==> config.mk <==
export PLATFORM = sky130hd
export DESIGN_NAME = alu_cmd_parser_flat
export DESIGN_NICKNAME = d
export VERILOG_FILES = /design/src/rtl/alu_cmd_parser_if.sv /design/src/rtl/alu_cmd_parser.sv /design/src/flat_wrapper.sv
export SDC_FILE = /design/constraint.sdc
export NUM_CORES = 1
export LEC_CHECK = 0
export ABC_AREA = 0
export ABC_CLOCK_PERIOD_IN_PS = 3200
export BUFFER_PORTS_ARGS = -buffer_cell sky130_fd_sc_hd__buf_4
export CORE_ASPECT_RATIO = 1.4
export CORE_MARGIN = 2
export CORE_UTILIZATION = 58
export DETAILED_ROUTE_END_ITERATION = 8
export PLACE_DENSITY = 0.79
export SYNTH_ARGS = -nofsm -noshare
export SYNTH_HDL_FRONTEND = slang
export SYNTH_SLANG_ARGS = --single-unit
==> constraint.sdc <==
create_clock -name clk -period 3.2 [get_ports clk]
set_input_delay 0.96 -clock clk [delete_from_list [all_inputs] [get_ports clk]]
set_output_delay 0.96 -clock clk [all_outputs]
set_load 0.02 [all_outputs]
==> src/rtl/alu_cmd_parser_if.sv <==
// -----------------------------------------------------------------------------
// alu_cmd_parser_if
// Bundles the byte stream from the UART receiver and the command/handshake
// signals toward the ALU.
//   rx_done_tick, rx_data : received byte strobe and data
//   rd                    : consumer acknowledge of the held command
//   A, B, Op              : decoded command fields
//   cmd_valid             : a complete command is held
//   err, err_code         : one-cycle error pulse and its cause
// Modports:
//   master : the UART/consumer side (drives bytes and rd)
//   slave  : the parser
// -----------------------------------------------------------------------------
interface alu_cmd_parser_if #(
    parameter int NB_DATA = 8,
    parameter int NB_OP   = 6
);
    logic               rx_done_tick;
    logic [7:0]         rx_data;
    logic               rd;
    logic [NB_DATA-1:0] A;
    logic [NB_DATA-1:0] B;
    logic [NB_OP-1:0]   Op;
    logic               cmd_valid;
    logic               err;
    logic [2:0]         err_code;

    modport master (
        output rx_done_tick, rx_data, rd,
        input  A, B, Op, cmd_valid, err, err_code
    );

    modport slave (
        input  rx_done_tick, rx_data, rd,
        output A, B, Op, cmd_valid, err, err_code
    );
endinterface

==> src/rtl/alu_cmd_parser.sv <==
// -----------------------------------------------------------------------------
// alu_cmd_parser
// ASCII command parser between the UART receiver and the ALU. Accumulates
// decimal operand tokens ('f' loads A, 's' loads B), decodes an operator
// symbol on 'o', and presents {A, B, Op} with cmd_valid on 'd' once all
// three fields are loaded. The consumer releases the command with rd.
// Ports:
//   clk   : rising-edge clock
//   reset : asynchronous, active-low reset
//   bus   : alu_cmd_parser_if.slave (byte input, command output, errors)
// Error codes: 1 OVERFLOW, 2 BADOP, 3 INCOMPLETE, 4 BUSY, 5 OVERRUN.
// -----------------------------------------------------------------------------
module alu_cmd_parser #(
    parameter int NB_DATA    = 8,
    parameter int NB_OP      = 6,
    parameter int MAX_DIGITS = 3
) (
    input  logic             clk,
    input  logic             reset,
    alu_cmd_parser_if.slave  bus
);

    localparam int NB_ACC = NB_DATA + 4;
    localparam int DCNT_W = $clog2(MAX_DIGITS + 1);

    localparam logic [1:0] ST_IDLE   = 2'd0;
    localparam logic [1:0] ST_DECODE = 2'd1;
    localparam logic [1:0] ST_VALID  = 2'd2;

    localparam logic [2:0] ERR_NONE       = 3'd0;
    localparam logic [2:0] ERR_OVERFLOW   = 3'd1;
    localparam logic [2:0] ERR_BADOP      = 3'd2;
    localparam logic [2:0] ERR_INCOMPLETE = 3'd3;
    localparam logic [2:0] ERR_BUSY       = 3'd4;
    localparam logic [2:0] ERR_OVERRUN    = 3'd5;

    localparam logic [7:0] CH_F  = 8'h66;  // 'f'
    localparam logic [7:0] CH_S  = 8'h73;  // 's'
    localparam logic [7:0] CH_O  = 8'h6F;  // 'o'
    localparam logic [7:0] CH_D  = 8'h64;  // 'd'
    localparam logic [7:0] CH_SP = 8'h20;
    localparam logic [7:0] CH_CR = 8'h0D;
    localparam logic [7:0] CH_LF = 8'h0A;

    logic [1:0]         r_state;
    logic [7:0]         r_byte;
    logic [NB_DATA-1:0] r_acc;
    logic [DCNT_W-1:0]  r_dcnt;
    logic [7:0]         r_sym;
    logic               r_a_ld;
    logic               r_b_ld;
    logic               r_op_ld;
    logic [NB_DATA-1:0] r_a;
    logic [NB_DATA-1:0] r_b;
    logic [NB_OP-1:0]   r_op;
    logic               r_err;
    logic [2:0]         r_err_code;

    logic               w_is_digit;
    logic [NB_ACC-1:0]  w_acc_ext;
    logic [NB_ACC-1:0]  w_acc_next;
    logic [NB_ACC-1:0]  w_acc_max;
    logic               w_overflow;
    logic               w_op_hit;
    logic [5:0]         w_op_code;

    // ASCII '0'..'9' are 0x30..0x39, so the low nibble is the digit value.
    assign w_is_digit = (r_byte >= 8'h30) && (r_byte <= 8'h39);
    assign w_acc_ext  = NB_ACC'(r_acc);
    assign w_acc_next = (w_acc_ext << 3) + (w_acc_ext << 1) + NB_ACC'(r_byte[3:0]);
    assign w_acc_max  = NB_ACC'({NB_DATA{1'b1}});
    assign w_overflow = (r_dcnt == DCNT_W'(MAX_DIGITS)) || (w_acc_next > w_acc_max);

    // Operator symbol to ALU opcode.
    always_comb begin
        // NOTE: every output gets a default before the case so no latch is
        // inferred for symbols that match no branch.
        w_op_hit  = 1'b1;
        w_op_code = 6'd0;
        case (r_sym)
            8'h2B:   w_op_code = 6'd32;  // '+'
            8'h2D:   w_op_code = 6'd34;  // '-'
            8'h26:   w_op_code = 6'd36;  // '&'
            8'h7C:   w_op_code = 6'd37;  // '|'
            8'h78:   w_op_code = 6'd38;  // 'x'
            8'h6E:   w_op_code = 6'd39;  // 'n'
            8'h61:   w_op_code = 6'd3;   // 'a'
            8'h6C:   w_op_code = 6'd2;   // 'l'
            default: w_op_hit  = 1'b0;
        endcase
    end

    // NOTE: all state uses non-blocking assignments so every register samples
    // pre-edge values; later assignments in the block deliberately override
    // earlier ones (e.g. OVERRUN over a decode error).
    always_ff @(posedge clk or negedge reset) begin
        if (!reset) begin
            r_state    <= ST_IDLE;
            r_byte     <= 8'd0;
            r_acc      <= '0;
            r_dcnt     <= '0;
            r_sym      <= 8'd0;
            r_a_ld     <= 1'b0;
            r_b_ld     <= 1'b0;
            r_op_ld    <= 1'b0;
            r_a        <= '0;
            r_b        <= '0;
            r_op       <= '0;
            r_err      <= 1'b0;
            r_err_code <= ERR_NONE;
        end else begin
            r_err      <= 1'b0;
            r_err_code <= ERR_NONE;
            case (r_state)
                ST_IDLE: begin
                    if (bus.rx_done_tick) begin
                        r_byte  <= bus.rx_data;
                        r_state <= ST_DECODE;
                    end
                end

                ST_DECODE: begin
                    r_state <= ST_IDLE;
                    if (w_is_digit) begin
                        if (w_overflow) begin
                            r_err      <= 1'b1;
                            r_err_code <= ERR_OVERFLOW;
                            r_acc      <= '0;
                            r_dcnt     <= '0;
                        end else begin
                            r_acc  <= w_acc_next[NB_DATA-1:0];
                            r_dcnt <= r_dcnt + DCNT_W'(1);
                        end
                    end else begin
                        case (r_byte)
                            CH_F: begin
                                r_a    <= r_acc;
                                r_a_ld <= 1'b1;
                                r_acc  <= '0;
                                r_dcnt <= '0;
                            end
                            CH_S: begin
                                r_b    <= r_acc;
                                r_b_ld <= 1'b1;
                                r_acc  <= '0;
                                r_dcnt <= '0;
                            end
                            CH_O: begin
                                if (w_op_hit) begin
                                    r_op    <= NB_OP'(w_op_code);
                                    r_op_ld <= 1'b1;
                                end else begin
                                    r_err      <= 1'b1;
                                    r_err_code <= ERR_BADOP;
                                end
                                r_sym  <= 8'd0;
                                r_acc  <= '0;
                                r_dcnt <= '0;
                            end
                            CH_D: begin
                                if (r_a_ld && r_b_ld && r_op_ld) begin
                                    r_state <= ST_VALID;
                                end else begin
                                    r_err      <= 1'b1;
                                    r_err_code <= ERR_INCOMPLETE;
                                end
                            end
                            CH_SP, CH_CR, CH_LF: begin
                            end
                            default: begin
                                r_sym  <= r_byte;
                                r_acc  <= '0;
                                r_dcnt <= '0;
                            end
                        endcase
                    end
                    // A byte arriving while the previous one is decoded is lost.
                    if (bus.rx_done_tick) begin
                        r_err      <= 1'b1;
                        r_err_code <= ERR_OVERRUN;
                    end
                end

                ST_VALID: begin
                    if (bus.rx_done_tick) begin
                        r_err      <= 1'b1;
                        r_err_code <= ERR_BUSY;
                    end
                    if (bus.rd) begin
                        r_state <= ST_IDLE;
                        r_a_ld  <= 1'b0;
                        r_b_ld  <= 1'b0;
                        r_op_ld <= 1'b0;
                        r_acc   <= '0;
                        r_dcnt  <= '0;
                        r_sym   <= 8'd0;
                    end
                end

                default: r_state <= ST_IDLE;
            endcase
        end
    end

    assign bus.A         = r_a;
    assign bus.B         = r_b;
    assign bus.Op        = r_op;
    assign bus.cmd_valid = (r_state == ST_VALID);
    assign bus.err       = r_err;
    assign bus.err_code  = r_err_code;

endmodule

==> src/flat_wrapper.sv <==
// flat-port wrapper written by rule: the top's interface ports become plain ports
module alu_cmd_parser_flat 
#(
    parameter int NB_DATA    = 8,
    parameter int NB_OP      = 6,
    parameter int MAX_DIGITS = 3
)
  (clk, reset, bus_rx_done_tick, bus_rx_data, bus_rd, bus_A, bus_B, bus_Op, bus_cmd_valid, bus_err, bus_err_code);
  alu_cmd_parser_if #(.NB_DATA(NB_DATA), .NB_OP(NB_OP)) bus_i ();
  input  logic clk;
  input  logic reset;
  input wire logic [$bits(bus_i.rx_done_tick)-1:0] bus_rx_done_tick;
  input wire logic [$bits(bus_i.rx_data)-1:0] bus_rx_data;
  input wire logic [$bits(bus_i.rd)-1:0] bus_rd;
  output wire logic [$bits(bus_i.A)-1:0] bus_A;
  output wire logic [$bits(bus_i.B)-1:0] bus_B;
  output wire logic [$bits(bus_i.Op)-1:0] bus_Op;
  output wire logic [$bits(bus_i.cmd_valid)-1:0] bus_cmd_valid;
  output wire logic [$bits(bus_i.err)-1:0] bus_err;
  output wire logic [$bits(bus_i.err_code)-1:0] bus_err_code;
  assign bus_i.rx_done_tick = bus_rx_done_tick;
  assign bus_i.rx_data = bus_rx_data;
  assign bus_i.rd = bus_rd;
  assign bus_A = bus_i.A;
  assign bus_B = bus_i.B;
  assign bus_Op = bus_i.Op;
  assign bus_cmd_valid = bus_i.cmd_valid;
  assign bus_err = bus_i.err;
  assign bus_err_code = bus_i.err_code;
  alu_cmd_parser #(.NB_DATA(NB_DATA), .NB_OP(NB_OP), .MAX_DIGITS(MAX_DIGITS)) u_core (.clk(clk), .reset(reset), .bus(bus_i));
endmodule
# Yosys cells after proc, flatten, opt, wreduce, memory -nomap -nowiden
# Index checks and enable logic that the tools add are counted.
word_totals:
  reg_bits: 57
  latch_bits: 0
  mem_count: 0
  input_bits: 12
  ram_bits: 0
  romBits: 0
classes:
  shifts: 0
  addsub: 3
  n_div: 0
  eq_ne: 27
  bitwise_logic: 1
  muxes: 47
  reduce_logical: 19
  mul: 0
  order_cmp: 3
op_table:
  columns: ["operator", "n"]
  rows:
  - ["== test 8 x 7 -> 1 bit, second input constant", 9]
  - ["case mux 6 bit (8 select lines)", 1]
  - ["case mux 8 bit (2 select lines)", 3]
  - ["two-way mux 8 bit", 5]
  - ["== test 8 x 6 -> 1 bit, second input constant", 4]
  - ["two-way mux 2 bit", 10]
  - ["== test 8 x 4 -> 1 bit, second input constant", 2]
  - ["two-way mux 1 bit", 16]
  - ["AND reduction 4 bit", 4]
  - ["!= test 2 bit, second input constant", 7]
  - ["adder 11 x 9 -> 12 bit", 1]
  - ["adder 12 x 4 -> 12 bit", 1]
  - ["> comparator 12 x 8 -> 1 bit, second input constant", 1]
  - ["case mux 3 bit (2 select lines)", 2]
  - ["case mux 1 bit (2 select lines)", 5]
  - ["two-way mux 3 bit", 3]
  - ["AND reduction 3 bit", 3]
  - ["greater-or-equal comparator 8 x 6 -> 1 bit, second input constant", 1]
  - ["<= comparator 8 x 6 -> 1 bit, second input constant", 1]
  - ["OR reduction 8 bit", 1]
  - ["case mux 2 bit (3 select lines)", 1]
  - ["OR reduction 6 bit", 1]
  - ["AND reduction 5 bit", 1]
  - ["== test 2 bit, second input constant", 2]
  - ["12 further kinds", 15]

# Depth between registers and ports, before layout
logic_depth:
  depth_word: 8
  mapped_depth: 11
  ltp_nobuf: 10

# Worst setup path after synthesis
# No wires, ideal clock.
synth_path:
  path_type: "register to register"
  start: "register u_core.r_byte[3]"
  end: "register u_core.r_err (netlist: u_core.bus.err)"
  setup_slack_ps: 362
  path_stages_with_launch: 12
  setup_time_ps: 99
  arrival_ps: 2738
  path_buffers: 1
  cell_sequence: "dfrtp_1 buf_2 inv_1 fa_1 inv_1 fa_1 a211oi_1 o21ai_1 o31ai_2 a32oi_2 a21bo_2 a311oi_1"
synth_between:
  elab_chain_cells: 7
synth_rtl:
  columns: ["element", "line_no", "rtl"]
  rows:
  - ["start: declaration", "alu_cmd_parser.sv:46", "logic [7:0] r_byte;"]
  - ["start signal: assignment", "alu_cmd_parser.sv:117", "r_byte <= bus.rx_data;"]
  - ["adder 12 x 4 -> 12 bit", "alu_cmd_parser.sv:70", "assign w_acc_next = (w_acc_ext << 3) + (w_acc_ext << 1) + NB_ACC'(r_byte[3:0]);"]
  - ["> comparator 12 x 8 -> 1 bit", "alu_cmd_parser.sv:72", "assign w_overflow = (r_dcnt == DCNT_W'(MAX_DIGITS)) || (w_acc_next > w_acc_max);"]
  - ["logical OR 1 bit", "alu_cmd_parser.sv:72", null]
  - ["two-way mux 1 bit", "alu_cmd_parser.sv:125", "if (w_overflow) begin"]
  - ["two-way mux 1 bit *", "alu_cmd_parser.sv:124", "if (w_is_digit) begin"]
  - ["two-way mux 1 bit *", "alu_cmd_parser.sv:178", "if (bus.rx_done_tick) begin"]
  - ["case mux 1 bit (2 select lines) *", "alu_cmd_parser.sv:114", "case (r_state)"]
  - ["end signal: assignment", "alu_cmd_parser.sv:112", "r_err <= 1'b0;"]
  - ["end signal: assignment", "alu_cmd_parser.sv:126", "r_err <= 1'b1;"]
  - ["end signal: assignment", "alu_cmd_parser.sv:179", "r_err <= 1'b1;"]
  - ["end: declaration", "alu_cmd_parser.sv:56", "logic r_err;"]
# Every way passes the cells marked *; elsewhere a longest branch is shown, timed or not.
# A chain may end at the register's enable or synchronous reset.

# Worst setup path in the final report
layout_path:
  start: "register u_core.r_acc[2]"
  end: "register u_core.r_err_code[0] (netlist: u_core.bus.err_code[0])"
layout_between:
  elab_chain_cells: 8
layout_rtl:
  columns: ["element", "line_no", "rtl"]
  rows:
  - ["start: declaration", "alu_cmd_parser.sv:47", "logic [NB_DATA-1:0] r_acc;"]
  - ["start signal: assignment", "alu_cmd_parser.sv:131", "r_acc <= w_acc_next[NB_DATA-1:0];"]
  - ["adder 11 x 9 -> 12 bit", "alu_cmd_parser.sv:70", null]
  - ["adder 12 x 4 -> 12 bit", "alu_cmd_parser.sv:70", null]
  - ["> comparator 12 x 8 -> 1 bit", "alu_cmd_parser.sv:72", null]
  - ["logical OR 1 bit", "alu_cmd_parser.sv:72", null]
  - ["two-way mux 1 bit", "alu_cmd_parser.sv:125", null]
  - ["two-way mux 3 bit", "alu_cmd_parser.sv:124", null]
  - ["two-way mux 3 bit", "alu_cmd_parser.sv:178", null]
  - ["case mux 3 bit (2 select lines)", "alu_cmd_parser.sv:114", null]
  - ["end signal: assignment", "alu_cmd_parser.sv:113", "r_err_code <= ERR_NONE;"]
  - ["end signal: assignment", "alu_cmd_parser.sv:127", "r_err_code <= ERR_OVERFLOW;"]
  - ["end signal: assignment", "alu_cmd_parser.sv:180", "r_err_code <= ERR_OVERRUN;"]
  - ["end: declaration", "alu_cmd_parser.sv:57", "logic [2:0] r_err_code;"]
# No other way between the ends.

==> impl_metrics.toml <==
[sta]
relSlewSlack = 0.416
rsz0062_at_grt = "no"
setup_tns_ns = 0
timing.final.max_slew_violations = 0
worst_slack_ns = 0.178
hold_viol = 0
tightest_slew_ns = 0.874
finalCritPeriodShare = 0.944
setup_viol = 0
period_minus_slack_ns = 3.02
skew_ns = 0.00775
hold_ws_ns = 0.500
timing.fmax_mhz = 331

[grt]
antenna_found_initial = 0
grt_pass1_wl_mm = 11.5
grt_pass1_vias = 2447
grt_max_degree = 56
globalRouteOverflowTotal = 0
grt_util_all_layers = 0.239

[final_layout]
final_core_util = 0.669
nets = 385
drive_above_1_share = 0.232
antenna-diode-count = 0
area.growth.synth_to_final_pct = 12.1
fillCellCount = 456

[die]
initial_utilization = 0.596
ios = 39
die_h_um = 92.9
core.rowCount = 32
dieArea_um2 = 6270
die_x_um = 67.5
fp.coreArea_um2 = 5490

[clocking]
cts_buffer_depth = 2
cts_root_buf = "clkbuf_8"
numCtsBuffers = 5
cts.sinks = 55
clkSlewWorstSetupHoldPaths_ns = 0.10
htree_levels = 2
clock_latency_ns = 0.31
cts_tree = "done"

[yosys]
synth-edff-count = 0
yosysTopAreaCell = "dfrtp_1"
async_flop_share = 1.00
yosysWarningCount = 0
netlist.area_leader.share = 0.421
netlist_area_um2 = 3270
synthDistinctLibCells = 59
synth_area_per_cell_um2 = 10.2
synthCells = 321
synth_area_leaders = "dfrtp_1, mux2_2, ha_1, nand2_1, inv_1"
synth_top_flop_cell = "dfrtp_1"
synth-seq-cells = 55
yosysSeqAreaShare = 0.421

[setup_path]
worstPathArrival_ns = 3.24
crit_fanout = 4
crit_type = "register to register"
critPathCaptureType = "register"
critPathLaunchType = "register"
cp_data_required_time_ns = 3.41

[route]
drt-vias-per-instance = 5.87
wl_per_cell_um = 16.4
drcViolationCount = 0
ant_nets = 0
drtIter0Drc = 60
first_pass_iters = 4
drt-total-wl_mm = 6.89
dr_total_vias = 2472

[hold_path]
min_path_type = "register to register"

[status]
status = "complete, no violations"

[power_and_ir_drop]
ir_drop_v = 0.000376
power.leakage_nw = 1.85
pwr_density_cell_nw_per_um2 = 673

[placement]
place_ws_ns = 0.0860
portBuffers = 36
detailed_place_hpwl_mm = 5.05
globalplace.congestion = 0.891

[flow_run]
maxCapViolations = 0
==> worst paths after layout <==
| check | start | endpoint | slack (ns) | depth (start not counted) |
|---|---|---|---|---|
| hold reg to reg | u_core.r_dcnt[1] | u_core.r_dcnt[1] | 0.50 | 2 |
| hold / removal | u_core.r_dcnt[1] | u_core.r_dcnt[1] | 0.50 | 2 |
| max in group asynchronous | reset | u_core.bus.B[0] | 2.04 | 1 |
| min in group asynchronous | reset | u_core.r_state[1] | 0.68 | 1 |
| setup reg to reg | u_core.r_acc[2] | u_core.bus.err_code[0] | 0.18 | 10 |
| setup / recovery | u_core.r_acc[2] | u_core.bus.err_code[0] | 0.18 | 10 |
==> cell usage after synthesis, types with 3 or more instances <==
master and count:
o21ai_0 12, and3b_1 4, nand2_1 32, dfrtp_1 55
o21a_1 4, inv_1 24, ha_1 19, buf_2 6
mux2_2 25, a211oi_1 5, a21oi_1 15, clkbuf_1 4
nand3_1 6, nor3_1 5, o211ai_1 3, nor2_1 16
xnor2_1 3, nand3b_1 3, o31ai_1 11, xor2_1 4
nand2b_1 3, buf_4 6, nor2b_1 4, o21ai_1 3
mux2i_1 7, and3_1 5
==> kinds of logic after synthesis <==
kind of cell / share of synthesized area
flip-flops: 0.421
AO/OA/AOI/OAI: 0.159
XOR/XNOR: 0.0187
adder cells (fa/ha/maj): 0.0849
other: 0.00115
buffers and inverters: 0.0551
multiplexers: 0.107
AND/OR/NAND/NOR: 0.153
==> metrics by stage <==
step           instance area, um2  std cells  power, mW
6_report                     3670        421       2.47
5_1_grt                      3670        421       2.64
4_1_cts                      3660        420       2.47
3_5_place_dp                 3560        412       2.04
3_3_place_gp                 3560        412       1.99
2_1_floorplan                3280        322       1.82
==> sequential cells by signal, summed over array words and instances (netlist names), 2 cells and up <==
| signal | flops |
|---|---|
| u_core.bus.A | 8 |
| u_core.bus.B | 8 |
| u_core.bus.Op | 4 |
| u_core.bus.err_code | 3 |
| u_core.r_acc | 8 |
| u_core.r_byte | 8 |
| u_core.r_dcnt | 2 |
| u_core.r_state | 2 |
| u_core.r_sym | 8 |
==> cell usage in the layout (no fill, tap or decap), types with 11 or more instances in the layout <==
| master | n |
|---|---|
| a21oi_1 | 15 |
| buf_4 | 39 |
| dfrtp_1 | 55 |
| ha_1 | 19 |
| inv_1 | 24 |
| mux2_2 | 25 |
| nand2_1 | 32 |
| nor2_1 | 16 |
| o21ai_0 | 12 |
| o31ai_1 | 11 |
==> power breakdown <==
group / internal, mW / switching, mW
clock network: 0.198 / 0.228
logic: 0.430 / 0.541
registers: 0.837 / 0.234
==> metal layers <==
metal / wire, um / up-vias / track usage / share of wire
li1: - / 1198 / - / -
met1: 2850 / 1221 / 0.283 / 0.41
met2: 3740 / 40 / 0.427 / 0.54
met3: 160 / 13 / 0.0340 / 0.023
met4: 140 / 0 / 0.0850 / 0.020
met5: 0 / - / 0 / 0
==> what timing repair did <==
item | CTS | global route
gates resized for setup | 0 | 1
setup buffers | 0 | 1
hold buffers | 0 | 0
endpoints found under the setup margin | 0 | 11
==> layout make-up <==
| class | instances | area (um2) | area share |
|---|---|---|---|
| clock buffers | 8 | 100 | 0.0273 |
| inverters | 24 | 90.1 | 0.0246 |
| multi-input cells | 227 | 1720 | 0.470 |
| flip-flops and latches | 55 | 1380 | 0.375 |
| well taps | 68 | 85.1 | 0.0232 |
| repair buffers | 39 | 293 | 0.0798 |
==> worst max-delay path, cell delays in order, from the launching register on <==
cell and delay (ns):
dfrtp_1 0.42, inv_1 0.10, fa_1 0.50, inv_1 0.07
fa_1 0.48, a211oi_2 0.29, o21ai_1 0.15, o31ai_2 0.22
a32oi_2 0.18, a21bo_2 0.24, a211oi_1 0.27
Power figures use the tool's default switching activity.
